<file path="config.mk">
export PLATFORM = sky130hd
export DESIGN_NAME = demux1_8_buf
export DESIGN_NICKNAME = d
export VERILOG_FILES = /design/src/rtl/otter_demux_pkg.sv /design/src/rtl/demux_slot.sv /design/src/rtl/demux1_8_buf.sv
export SDC_FILE = /design/constraint.sdc
export NUM_CORES = 1
export LEC_CHECK = 0
export CELL_PAD_IN_SITES_DETAIL_PLACEMENT = 0
export CELL_PAD_IN_SITES_GLOBAL_PLACEMENT = 1
export CORE_MARGIN = 8
export CORE_UTILIZATION = 35
export DETAILED_ROUTE_END_ITERATION = 16
export PLACE_DENSITY_LB_ADDON = 0.1
export SYNTH_ARGS = -nofsm -noshare
export SYNTH_HDL_FRONTEND = slang
export SYNTH_SLANG_ARGS = --single-unit
</file>
<file path="constraint.sdc">
create_clock -name CLK -period 4.4 [get_ports CLK]
set_input_delay 1.32 -clock CLK [delete_from_list [all_inputs] [get_ports CLK]]
set_output_delay 1.32 -clock CLK [all_outputs]
set_load 0.02 [all_outputs]
</file>
<file path="src/rtl/otter_demux_pkg.sv">
// Shared constants and types for the buffered 1-to-N result demultiplexer.
package otter_demux_pkg;

  localparam int unsigned SEL_W       = 3;
  localparam int unsigned NUM_OUT_MAX = 8;
  localparam int unsigned ERR_CNT_W   = 8;
  localparam logic [ERR_CNT_W-1:0] ERR_CNT_MAX = 8'hFF;

  typedef logic [SEL_W-1:0]     sel_t;
  typedef logic [ERR_CNT_W-1:0] err_cnt_t;

endpackage

</file>
<file path="src/rtl/demux_slot.sv">
// One-entry holding register with valid/ready handshake; a load may coincide with a drain.
module demux_slot #(
  parameter int unsigned WIDTH = 32
) (
  input  logic             clk,
  input  logic             rst,
  input  logic             i_load,
  input  logic [WIDTH-1:0] i_data,
  input  logic             i_ready,
  output logic             o_valid,
  output logic [WIDTH-1:0] o_data
);

  logic             r_valid;
  logic [WIDTH-1:0] r_data;

  // A load is only issued when the slot is empty or draining this cycle.
  always_ff @(posedge clk) begin
    if (rst) begin
      r_valid <= 1'b0;
      r_data  <= '0;
    end else if (i_load) begin
      r_valid <= 1'b1;
      r_data  <= i_data;
    end else if (r_valid && i_ready) begin
      r_valid <= 1'b0;
    end
  end

  assign o_valid = r_valid;
  assign o_data  = r_data;

endmodule

</file>
<file path="src/rtl/demux1_8_buf.sv">
// Buffered 1-to-NUM_OUT demultiplexer with per-channel holding slots and sticky select error.
// Optional macro DEMUX_ERR_CNT_EN enables a saturating dropped-word counter on err_cnt.
module demux1_8_buf
  import otter_demux_pkg::*;
#(
  parameter int unsigned WIDTH   = 32,
  parameter int unsigned NUM_OUT = 6
) (
  input  logic                            CLK,
  input  logic                            RST,
  input  logic                            in_valid,
  output logic                            in_ready,
  input  logic [WIDTH-1:0]                in_data,
  input  logic [SEL_W-1:0]                in_sel,
  output logic [NUM_OUT-1:0]              out_valid,
  input  logic [NUM_OUT-1:0]              out_ready,
  output logic [NUM_OUT-1:0][WIDTH-1:0]   out_data,
  output logic                            sel_err,
  output logic [ERR_CNT_W-1:0]            err_cnt
);

  localparam logic [SEL_W:0] NUM_OUT_L = (SEL_W + 1)'(NUM_OUT);

  logic                   w_legal;
  logic                   w_accept;
  logic                   w_acc_illegal;
  logic [NUM_OUT_MAX-1:0] w_valid_pad;
  logic [NUM_OUT_MAX-1:0] w_ready_pad;
  logic                   r_sel_err;

  // Pad per-channel status to the full select range so in_sel indexing stays in bounds.
  always_comb begin
    w_valid_pad                = '0;
    w_ready_pad                = '0;
    w_valid_pad[NUM_OUT-1:0]   = out_valid;
    w_ready_pad[NUM_OUT-1:0]   = out_ready;
  end

  always_comb begin
    w_legal = ({1'b0, in_sel} < NUM_OUT_L);
    if (RST)          in_ready = 1'b0;
    else if (w_legal) in_ready = !w_valid_pad[in_sel] || w_ready_pad[in_sel];
    else              in_ready = 1'b1;
  end

  assign w_accept      = in_valid && in_ready;
  assign w_acc_illegal = w_accept && !w_legal;

  for (genvar g = 0; g < NUM_OUT; g++) begin : g_slot
    logic w_load;
    assign w_load = w_accept && w_legal && (in_sel == SEL_W'(g));

    demux_slot #(.WIDTH(WIDTH)) u_slot (
      .clk     (CLK),
      .rst     (RST),
      .i_load  (w_load),
      .i_data  (in_data),
      .i_ready (out_ready[g]),
      .o_valid (out_valid[g]),
      .o_data  (out_data[g])
    );
  end

  always_ff @(posedge CLK) begin
    if (RST)                r_sel_err <= 1'b0;
    else if (w_acc_illegal) r_sel_err <= 1'b1;
  end

  assign sel_err = r_sel_err;

`ifdef DEMUX_ERR_CNT_EN
  err_cnt_t r_err_cnt;

  always_ff @(posedge CLK) begin
    if (RST)
      r_err_cnt <= '0;
    else if (w_acc_illegal && (r_err_cnt != ERR_CNT_MAX))
      r_err_cnt <= r_err_cnt + ERR_CNT_W'(1);
  end

  assign err_cnt = r_err_cnt;
`else
  assign err_cnt = '0;
`endif

endmodule
</file>
==> impl_metrics.yaml <==
outcome:
  status: "finished, final reports clean"
power_and_ir_drop:
  p_int_mw: 2.76
  p_clk_share_pct: 40.1
  power.density_nw_per_um2: 333
  pwr-share-seq_pct: 48.3
  vdd_drop_max_v: 0.000207
  combPwrFrac_pct: 11.6
  switching_power_mw: 1.08
  total_power_mw: 3.85
  switching_share_pct: 28.2
  p_leak_nw: 3.80
synth:
  syn_inst: 938
  synth_edf_count: 0
  syn_avg_cell_area_um2: 9.06
  yosysWarnings: 0
  async_flop_share_pct: 0
  seq_area_frac_synth_pct: 46.9
  syn_area_um2: 8500
  yosysUniqueCellTypes: 28
  synth-seq-cells: 199
  synthFlopType: "dfxtp_1"
die:
  initial_core_util_pct: 35.2
  die_y_um: 172
  core_area_um2: 24100
  placementRows: 57
  ioPinCount: 252
  die_w_um: 172
  design.die.area_um2: 29500
timing:
  setup_viol: 0
  final_max_slew_viol_count: 0
  fin_skew_ns: 0.0116
  tns_ns: 0
  slew-limit-headroom_pct: 32.8
  rsz0062_at_grt: "false"
  hold_violations: 0
  fin_crit_ns: 4.07
  max_freq_mhz: 245
  worstMarginPinSlew_ns: 1.01
  fin_crit_sh_pct: 92.6
final_layout:
  drive_above_1_share_pct: 9.07
  regArea_um2: 3980
  areaGrowthSynthToFinish_pct: 36.1
  multi_input_area_um2: 3900
  final_cells: 1428
  nets: 1134
  fill_cells: 2380
route:
  vias: 8231
  first_iter_violations: 891
  wirelength_mm: 33.4
  wl_per_cell_um: 23.4
  drc: 0
  dr.pass1.iters: 5
  drt.antenna.violating_nets: 0
  vias_per_cell: 5.76
clock_network:
  cts_tree: "done"
  post_cts_resize_count: 0
  post-cts-setup-buffers: 0
  cts_hold_buf: 0
  numCtsBuffers: 17
  clockBufferDepth: 2
  h-tree-depth: 4
  cts_root_buf: "clkbuf_16"
  clock-sinks: 199
  clk_latency_ns: 0.44
  clkTransAtPathRegs_ns: 0.08
global_routing:
  antenna_found_initial: 2
  grt_pass1_vias: 7858
  grt_pass1_wl_mm: 50.0
  grt_usage_pct: 21.9
  overflow: 0
  grt_max_degree: 90
setup_path:
  r2r-end: "g_slot[2].u_slot.o_data[13]"
  required_ns: 3.08
  reg2reg_slack_ns: 2.63
  reg2reg_from: "g_slot[2].u_slot.o_valid"
  critPathMaxFanout: 8
  end_kind: "output port"
  reg2regPathDepth: 4
  crit_arrival_ns: 2.75
  worstSetupPathType: "in2out"
  worstSetupStartpointType: "primary input"
placement:
  io_buffers: 243
  placed_cells: 1395
  gp_congestion: 0.800
  dp_hpwl_mm: 21.8
worst_hold_path:
  holdCritStartpoint: "g_slot[3].u_slot.o_data[30]"
  min_path_type: "reg2reg"
  whs_path_depth: 2
  hold_end: "g_slot[3].u_slot.o_data[30]"
run:
  max_cap_violations: 0
logic make-up after synthesis:
group / Yosys count / synth area share (%)
AO/OA/AOI/OAI: 307 / 23.8
AND/OR/NAND/NOR: 248 / 17.1
flip-flops: 199 / 46.9
multiplexers: 33 / 4.23
buffers and inverters: 150 / 7.95
other: 1 / 0.0441
state kept, by name (all words and copies together) (netlist names):
name                   cells
g_slot.u_slot.o_data     192
sel_err                    1
g_slot.u_slot.o_valid      6
power by group through the flow:
stage | Clock (mW) | Combinational [mW] | Sequential [mW]
after floorplan | 0 | 0.185 | 1.94
after global placement | 0 | 0.446 | 1.90
after detailed placement | 0 | 0.445 | 1.90
after CTS | 1.59 | 0.447 | 1.86
after global routing | 1.66 | 0.472 | 1.86
final | 1.54 | 0.446 | 1.86
layer usage:
metal	wire length, um	global-route usage, %	vias up
met1	14700	29.2	4002
met5	13	0	-
met3	2570	5.53	27
met2	15700	34.5	311
met4	405	6.03	2
li1	-	-	3889
stage by stage:
stage,setup WS [ns],utilization (%),area [um2],hold WS (ns)
finish,0.327,48.0,11600,0.464
global route,0.204,48.0,11600,0.482
CTS,0.313,48.0,11600,0.465
detailed placement,0.312,45.6,11000,0.453
global placement,0.305,45.6,11000,0.447
floorplan,0.266,-,8520,0.533
cells in the final DEF, fill, tap and decap left out, types with 6 or more instances in the layout:
cell             count
o41ai_1              9
mux2i_1             10
o311ai_0            32
mux2_2              20
nand2b_1             7
nand4_1            151
dfxtp_1            199
clkbuf_16           17
conb_1               8
clkdlybuf4s50_1    240
nor2b_2              6
clkinv_4             6
nor2b_1             24
nor2_1               6
a21oi_1            135
nand2_1             41
o31ai_1            128
buf_4               29
how the worst max path moves through the flow:
stage,slack (ns),endpoint,start,cells after the start
6_report,0.33,in_ready,in_sel[2],5
5_1_grt,0.20,in_ready,in_sel[2],5
4_1_cts,0.31,in_ready,in_sel[2],5
3_5_place_dp,0.31,in_ready,in_sel[2],5
3_3_place_gp,0.30,in_ready,in_sel[2],5
2_1_floorplan,0.27,in_ready,in_sel[0],5
layout make-up:
class	instances	area share, %
timing repair buffer	274	23.3
tap	324	3.51
clock buffer	20	3.95
inverter	2	0.0649
clock inverter	12	0.974
sequential	199	34.5
antenna	1	0.0216
multi-input combinational	596	33.7
critical path, stage by stage:
cell	delay (ns)
clkdlybuf4s50_1	0.67
nand2b_1	0.18
a21oi_1	0.05
a2111oi_0	0.30
buf_4	0.23
Yosys cell counts, types with 3 or more instances:
cell type / number / share of area, %
a21oi_1: 135 / 8.0
buf_1: 12 / 0.53
buf_2: 27 / 1.6
buf_4: 15 / 1.3
buf_6: 3 / 0.40
clkbuf_1: 91 / 4.0
dfxtp_1: 199 / 47
mux2_1: 3 / 0.40
mux2_2: 20 / 2.7
mux2i_1: 10 / 1.2
nand2_1: 41 / 1.8
nand2b_1: 8 / 0.59
nand3b_1: 4 / 0.35
nand4_1: 151 / 11
nor2_1: 7 / 0.31
nor2b_1: 31 / 2.3
o311ai_0: 32 / 3.3
o31ai_1: 128 / 11
o41ai_1: 9 / 0.93
Note: power is estimated with default switching activity, not from simulation.
